`config.mk`:
```
export PLATFORM = sky130hd
export DESIGN_NAME = rr_req_arbiter_8
export DESIGN_NICKNAME = d
export VERILOG_FILES = /design/src/rtl/rr_arb_pkg.sv /design/src/rtl/rr_pick_8.sv /design/src/rtl/rr_req_arbiter_8.sv
export SDC_FILE = /design/constraint.sdc
export NUM_CORES = 1
export LEC_CHECK = 0
export BUFFER_PORTS_ARGS = -buffer_cell sky130_fd_sc_hd__buf_2
export CAP_MARGIN = 40
export CORE_MARGIN = 2
export CORE_UTILIZATION = 40
export CTS_BUF_LIST = sky130_fd_sc_hd__clkbuf_16
export DETAILED_ROUTE_END_ITERATION = 10
export GPL_TIMING_DRIVEN = 0
export PLACE_DENSITY = 0.63
export SYNTH_ARGS = -nofsm -noshare
export SYNTH_HDL_FRONTEND = slang
export SYNTH_HIERARCHICAL = 1
export SYNTH_SLANG_ARGS = --single-unit
export TNS_END_PERCENT = 1
```
`constraint.sdc`:
```
create_clock -name i_clk -period 8.5 [get_ports i_clk]
set_clock_uncertainty 0.2 [all_clocks]
set_input_delay 1.7 -clock i_clk [delete_from_list [all_inputs] [get_ports i_clk]]
set_output_delay 1.7 -clock i_clk [all_outputs]
set_load 0.03 [all_outputs]
```
`src/rtl/rr_arb_pkg.sv`:
```
// rr_arb_pkg: shared sizes, state encoding and one-hot decode for the round-robin arbiter
package rr_arb_pkg;
    localparam int NUM_REQ = 8;
    localparam int IDX_W = 3;
    typedef enum logic {ST_IDLE, ST_GRANT} state_t;
    function automatic logic [IDX_W-1:0] onehot_idx(input logic [NUM_REQ-1:0] oh);
        logic [IDX_W-1:0] idx;
        idx = '0;
        for (int i = 0; i < NUM_REQ; i++) idx = oh[i] ? IDX_W'(i) : idx;
        return idx;
    endfunction
endpackage

```
`src/rtl/rr_pick_8.sv`:
```
// rr_pick_8: first set candidate bit at or above ptr, wrapping 7->0, as one-hot
module rr_pick_8
    import rr_arb_pkg::*;
(
    input  logic [NUM_REQ-1:0] cand,
    input  logic [IDX_W-1:0]   ptr,
    output logic [NUM_REQ-1:0] gnt,
    output logic               found
);
    logic [NUM_REQ-1:0] rot;
    logic [NUM_REQ-1:0] fp;
    always_comb begin
        rot = '0;
        gnt = '0;
        for (int i = 0; i < NUM_REQ; i++) rot[i] = cand[IDX_W'(i) + ptr];
        fp = rot & (~rot + NUM_REQ'(1));
        for (int i = 0; i < NUM_REQ; i++) gnt[IDX_W'(i) + ptr] = fp[i];
        found = |cand;
    end
endmodule

```
`src/rtl/rr_req_arbiter_8.sv`:
```
// rr_req_arbiter_8: accumulates 8 request lines and issues round-robin one-hot grants under valid/ready
module rr_req_arbiter_8
    import rr_arb_pkg::*;
(
    input  logic               i_clk,
    input  logic               i_rst_n,
    input  logic               i_en,
    input  logic [NUM_REQ-1:0] i_req,
    input  logic               i_gnt_ready,
    output logic [NUM_REQ-1:0] o_gnt,
    output logic               o_gnt_valid,
    output logic [NUM_REQ-1:0] o_pending,
    output logic               o_busy
);
    state_t             state;
    logic [NUM_REQ-1:0] pending;
    logic [NUM_REQ-1:0] gnt;
    logic               gnt_valid;
    logic [IDX_W-1:0]   ptr;
    logic [IDX_W-1:0]   next_ptr;
    logic [NUM_REQ-1:0] rem;
    logic [NUM_REQ-1:0] idle_gnt;
    logic [NUM_REQ-1:0] b2b_gnt;
    logic               idle_found;
    logic               b2b_found;
    logic               accept;
    always_comb begin
        accept = gnt_valid && i_gnt_ready;
        next_ptr = onehot_idx(gnt) + IDX_W'(1);
        rem = pending & ~gnt;
    end
    rr_pick_8 u_pick_idle (.cand(pending), .ptr(ptr),      .gnt(idle_gnt), .found(idle_found));
    rr_pick_8 u_pick_b2b  (.cand(rem),     .ptr(next_ptr), .gnt(b2b_gnt),  .found(b2b_found));
    always_ff @(posedge i_clk) begin
        if (!i_rst_n) begin
            pending   <= '0;
            ptr       <= '0;
            gnt       <= '0;
            gnt_valid <= 1'b0;
            state     <= ST_IDLE;
        end else begin
            // an accepted bit re-requested in the same cycle survives as a new request
            pending <= (pending & ~(accept ? gnt : '0)) | (i_en ? i_req : '0);
            if (state == ST_IDLE) begin
                if (i_en && idle_found) begin
                    gnt       <= idle_gnt;
                    gnt_valid <= 1'b1;
                    state     <= ST_GRANT;
                end
            end else if (accept) begin
                ptr <= next_ptr;
                if (i_en && b2b_found) begin
                    gnt <= b2b_gnt;
                end else begin
                    gnt       <= '0;
                    gnt_valid <= 1'b0;
                    state     <= ST_IDLE;
                end
            end
        end
    end
    assign o_gnt       = gnt;
    assign o_gnt_valid = gnt_valid;
    assign o_pending   = pending;
    assign o_busy      = (|pending) || gnt_valid;
endmodule

```
# Word-level counts from Yosys, hierarchy flattened
# Cells that the tools add are included.
totals:
  regBits: 21
  latch_bits: 0
  ramBits: 0
  rom_bits: 0
  inputBits: 12
  out_inout_bits: 18
  mem_count: 0
op_classes:
  add_sub_neg: 17
  n_mul: 0
  n_div: 0
  magnitude_cmp: 32
  eq_ne: 2
  n_shift: 0
  n_mux: 99
  bitwise: 11
  n_reduce_logical: 26
ops:
  columns: ["cell", "count"]
  rows:
  - ["$bwmux 8", 14]
  - ["$lt 3x4->1 const B", 16]
  - ["$and 8x8->8", 6]
  - ["$bmux 1 s3", 16]
  - ["$demux 1 s3", 16]
  - ["$ge 3x1->1 const B", 16]
  - ["$mux 8", 6]
  - ["$mux 1", 41]
  - ["$not 8->8", 4]
  - ["$add 3x3->3 const A", 8]
  - ["$logic_and 1x1->1", 19]
  - ["$add 8x1->8 const B", 2]
  - ["$reduce_or 8->1", 2]
  - ["$add 2x3->3 const A", 4]
  - ["$mux 3", 4]
  - ["$or 8x8->8", 1]
  - ["$add 1x3->3 const A", 2]
  - ["$mux 2", 2]
  - ["$reduce_and 2->1", 2]
  - ["$add 3x1->3 const B", 1]
  - ["$reduce_and 3->1", 1]
  - ["$ne 2x1->1 const B", 1]
  - ["$ne 2x2->1 const B", 1]
  - ["$reduce_bool 2->1", 1]
  - ["$logic_or 1x1->1", 1]

# Logic depth before layout (Yosys ltp)
depth:
  depth_word: 25
  mapped_depth: 19

# Modules after synthesis
# The synthesis kept the hierarchy.
modules_own_cells:
  columns: ["module", "instances", "cells_per_inst", "area_per_inst_um2"]
  rows:
  - ["rr_pick_8", 2, 170, 1408.9]
  - ["rr_req_arbiter_8", 1, 124, 1072.3]

# Least setup slack after synthesis
# OpenSTA, ideal clock, no wires.
synth_timing:
  kind: "register -> register"
  startpoint: "register gnt[2], in the netlist o_gnt[2]"
  endpoint: "register gnt[3], in the netlist o_gnt[3]"
  setup_time_ps: 59
  arrival_ps: 4714
  t_required_ps: 8241
  setup_slack_ps: 3527
  stages_incl_launch_ff: 18
  n_path_buf: 3
  cell_sequence: "dfxtp_1 nor2b_1 o21a_1 nor3_1 buf_2 inv_1 buf_2 buf_1 ha_1 mux4_2 mux2_2 or3_4 nor4_4 nor2_2 a222oi_1 nand4_1 o221ai_1 o211a_1"
synth_via:
  elab_chain_len: 23
  word_cells_on_any_way: 88
synth_lines:
  columns: ["item", "line", "text"]
  rows:
  - ["from (decl)", "rr_req_arbiter_8.sv:17", "logic [NUM_REQ-1:0] gnt;"]
  - ["from (signal assigned)", "rr_req_arbiter_8.sv:46", "gnt <= idle_gnt;"]
  - ["from (signal assigned)", "rr_req_arbiter_8.sv:53", "gnt <= b2b_gnt;"]
  - ["$mux 2 (*) (2 in a row)", "rr_arb_pkg.sv:9", "for (int i = 0; i < NUM_REQ; i++) idx = oh[i] ? IDX_W'(i) : idx;"]
  - ["$mux 3 (*) (4 in a row)", "rr_arb_pkg.sv:9", null]
  - ["$add 3x1->3 (*)", "rr_req_arbiter_8.sv:29", "next_ptr = onehot_idx(gnt) + IDX_W'(1);"]
  - ["via next_ptr[0]", "rr_req_arbiter_8.sv:20", "logic [IDX_W-1:0] next_ptr;"]
  - ["$add 1x3->3 or $bmux 1 s3 (tied branches)", "rr_pick_8.sv:15, rr_pick_8.sv:17", null]
  - ["$bmux 1 s3 or $mux 1 (tied branches)", "rr_pick_8.sv:15", "for (int i = 0; i < NUM_REQ; i++) rot[i] = cand[IDX_W'(i) + ptr];"]
  - ["$mux 1 (not written as such) or $not 8->8 (tied branches)", "rr_pick_8.sv:15, rr_pick_8.sv:16", null]
  - ["$not 8->8 or $add 8x1->8 (tied branches)", "rr_pick_8.sv:16", "fp = rot & (~rot + NUM_REQ'(1));"]
  - ["$add 8x1->8 or $and 8x8->8 (tied branches)", "rr_pick_8.sv:16", null]
  - ["$and 8x8->8 (on tied branches)", null, null]
  - ["$bwmux 8 (6 in a row)", "rr_pick_8.sv:17", "for (int i = 0; i < NUM_REQ; i++) gnt[IDX_W'(i) + ptr] = fp[i];"]
  - ["$bwmux 8 (*)", "rr_pick_8.sv:17", null]
  - ["via b2b_gnt[3]", "rr_req_arbiter_8.sv:23", "logic [NUM_REQ-1:0] b2b_gnt;"]
  - ["$mux 8 (*)", "rr_req_arbiter_8.sv:52", "if (i_en && b2b_found) begin"]
  - ["$mux 8 (*)", "rr_req_arbiter_8.sv:50", "end else if (accept) begin"]
  - ["$mux 8 (*)", "rr_req_arbiter_8.sv:44", "if (state == ST_IDLE) begin"]
# Mark *: on every way through the listed nets, which the timed path passes. The rest lies on a longest branch. The select of a mux whose other input is x is not followed.
# A chain may end at the register's enable or synchronous reset.

# Worst setup path after layout
# Same ends and word-level chain as after synthesis.

==> results.md <==
- TritonCTS clock tree: yes
- Commonest non-fill, non-tap cells in the layout: 49 x nand2_1, 37 x buf_2, 30 x a21oi_1
- Commonest non-fill, non-tap cell in the layout: nand2_1
- Power per standard cell area: 305.8 nW/um2
- Outcome: completed
- Nets@finish: 523
- Wire length per cell: 20.08 um
- Tmin final: 5724 ps
- Number of distinct library cells after synthesis: 67
- FF+latch count, synth: 21
- Finish-stage setup viols: 0
- Layout cell share with drive strength beyond 1: 0.1811
- Total GRT Usage: 0.2387
- R2R setup slack: 2780 ps
- Setup Buffers After CTS: 0
- Hold path endpoint: ptr[1]
- Number of fill cells in the layout: 912
- Startpoint Class: flip-flop
- Peak supply drop: 0.0002795 V
- Post-synthesis sequential area ratio: 0.1081
- Synth Instances: 464
- Largest net degree at the start of global routing: 13
- Comb pwr share: 0.826
- Vias post-DR: 4301
- Worst Path Max Fanout: 10
- Grt ovf: 0
- Power share of the clock group: 0.074
- Reg power frac: 0.100
- P_leak: 1.589 nW
- # diodes: 0
- Max Cap Viol: 0
- FMAX: 0.1747 GHz
- Final TNS setup: 0 ps
- Slowest stage delay, CP: 590 ps
- FF+latch area: 420.4 um2
- Vias in the first global route: 3932
- Post-CTS resize count: 0
- Area growth syn-to-layout: 9.907%
- Clock Sinks: 21
- Most used cell, CP: buf_2
- Root buf cell: clkbuf_16
- Post-synth net total: 489
- Initial Utilization: 0.4170
- Clk Latency, worst-skew pair: 250 ps
- Setup ws final: 2776 ps
- Buf/Inv on CP: 4
- Post-synth EDFFs: 0
- Slew @ Worst Pin: 794.5 ps
- Final Wtd Congestion: 0.8937
- Setup crit end kind: flip-flop
- Area occupied by multi-input gates: 3253 um2
- I/O pins: 30
- Initial antenna violation count: 0
- Top_reg_cell synth: dfxtp_1
- Post-Syn Area: 3890 um2
- Net Sw Frac: 0.5447
- Fin. max-slew vios: 0
- Unrepaired setup endpoints after global routing: false
- Core area: 9328 um2
- CTS Hold Bufs: 0
- Width of the chip: 102.6 um
- PortBufs: 29
- Htree depth: 1
- Internal: 0.5953 mW
- Hold wc startpoint: ptr[1]
- Slowest stage cell, crit path: mux4_2
- Post-route ant nets: 0
- CP cell instances: nor2b_1, o21a_1, nor3_1, buf_2, inv_1, buf_2, buf_1, ha_1, mux4_2, mux2_2, nor4_2, a22oi_1, a311o_1, a222oi_1, nand4_1, o221ai_1, o211a_1
- Design Area, Final: 4275 um2
- Crit path kind: flip-flop to flip-flop
- Worst slew margin: 0.4685
- Sw Pwr: 0.7121 mW
- Period Utilization, post-route: 0.6735
- First DRT Iteration DRCs: 412
- Placement Cell Area: 4197 um2
- First-pass GRT wire length: 20370 um
- R2R Path Start: o_gnt[2]
- Die Area: 10530 um2
- Worst Hold Depth: 2
- Post-synth ARST share: 0
- Critical R2R Capture: o_gnt[3]
- Final wirelength: 12570 um
- Clk buf depth: 2
- CP required: 8500 ps
- Via/cell ratio: 6.871
- Post-Place Worst Slack: 2856 ps
- Num CTS Buffers: 3
- Synthesized area per cell: 8.384 um2
- Worst hold path type: flip-flop to flip-flop
- DRC errors left: 0
- Post-DP HPWL: 9480 um
- Synth warn: 6
- Critical path data arrival time: 5720 ps
- Worst Reg-to-Reg Cells: 17
- DRT Pass-1 Iters: 5
- Cell Rows: 35
- Final hold violations: 0
- Vert. Die Dim: 102.6 um
- Crit-path leading delay family: compound AO/OA/AOI/OAI gates
- Reg clk slew, reported paths: 60 ps
## final cells by class
| class | instances | area share |
|---|---|---|
| Clock buffer | 3 | 0.01756 |
| Sequential cell | 21 | 0.09833 |
| Clock inverter | 1 | 0.0008780 |
| Inverter | 9 | 0.007902 |
| Multi-Input combinational cell | 396 | 0.7609 |
| Timing Repair Buffer | 29 | 0.03395 |
| Tap cell | 129 | 0.03775 |
| Buffer | 38 | 0.04273 |
## through the flow
stage          instances  hold slack [ps]  utilization  power [mW]
6_report             626            375.6       0.4584       1.307
5_1_grt              626            402.0       0.4584       1.404
4_1_cts              626            373.9       0.4584       1.288
3_5_place_dp         622            365.7       0.4499       1.188
3_3_place_gp         622            341.3       0.4499       1.177
2_1_floorplan        464            293.6            -      0.9589
## registers in the layout, summed over array words and instances (netlist names)
signal and flops:
o_gnt_valid 1, o_pending 8, ptr 3, state 1, o_gnt 8
## kinds of logic after synthesis
group | share of synthesized area
muxes | 0.2145
AOI/OAI and AO/OA | 0.2940
DFF | 0.1081
buffers and inverters | 0.05564
and+or+nand+nor | 0.2657
xor gates and xnor gates | 0.02026
adders and majority gates | 0.04182
## power by group through the flow
| stage | combinational (mW) | sequential (mW) | clock [mW] |
|---|---|---|---|
| finish | 1.08 | 0.131 | 0.0967 |
| global route | 1.17 | 0.133 | 0.102 |
| CTS | 1.06 | 0.130 | 0.0972 |
| detailed placement | 1.06 | 0.132 | 0 |
| global placement | 1.05 | 0.131 | 0 |
| floorplan | 0.818 | 0.140 | 0 |
## cell usage after synthesis (5+ instances only)
master	n	share of area
buf_2	8	0.010
a222oi_1	6	0.015
nor3_1	10	0.013
mux4_2	12	0.069
inv_1	9	0.0087
a22oi_1	22	0.042
mux4_1	12	0.081
clkbuf_1	22	0.021
nor4_1	6	0.0097
xnor2_1	5	0.011
nand4_1	5	0.0080
nand3_1	17	0.022
nor2b_1	27	0.043
o22ai_1	6	0.0097
nor2_1	23	0.022
a211oi_1	8	0.015
o31ai_1	13	0.025
a31oi_1	6	0.0097
ha_1	13	0.042
mux2i_1	14	0.036
mux2_2	7	0.020
a221oi_1	6	0.014
nand2_1	49	0.047
a311o_1	8	0.021
a21oi_1	30	0.039
nand2b_1	6	0.0097
nor4_2	6	0.019
dfxtp_1	21	0.11
## metal layers
metal / global-route usage / up-vias / wire (um)
li1: - / 1950 / -
met1: 0.3508 / 2090 / 5520
met2: 0.3851 / 238 / 5874
met3: 0.01763 / 23 / 967
met4: 0.04923 / 0 / 208
met5: 0 / - / 0
## worst min-delay path: cells and delay by family, from the launching register on
kind               cells  cell delay [ps]
AOI/OAI and AO/OA      1               70
DFF                    1              380
and+or+nand+nor        1               80
## worst max path at each step
stage | from | to | slack, ps | cells past startpoint
floorplan | o_gnt[2] | o_gnt[3] | 3530 | 17
global placement | o_gnt[2] | o_gnt[3] | 2870 | 17
detailed placement | o_gnt[2] | o_gnt[3] | 2860 | 17
CTS | o_gnt[2] | o_gnt[3] | 2840 | 17
global route | o_gnt[2] | o_gnt[3] | 2370 | 17
finish | o_gnt[2] | o_gnt[3] | 2780 | 17
(Power assumes the default switching activity.)
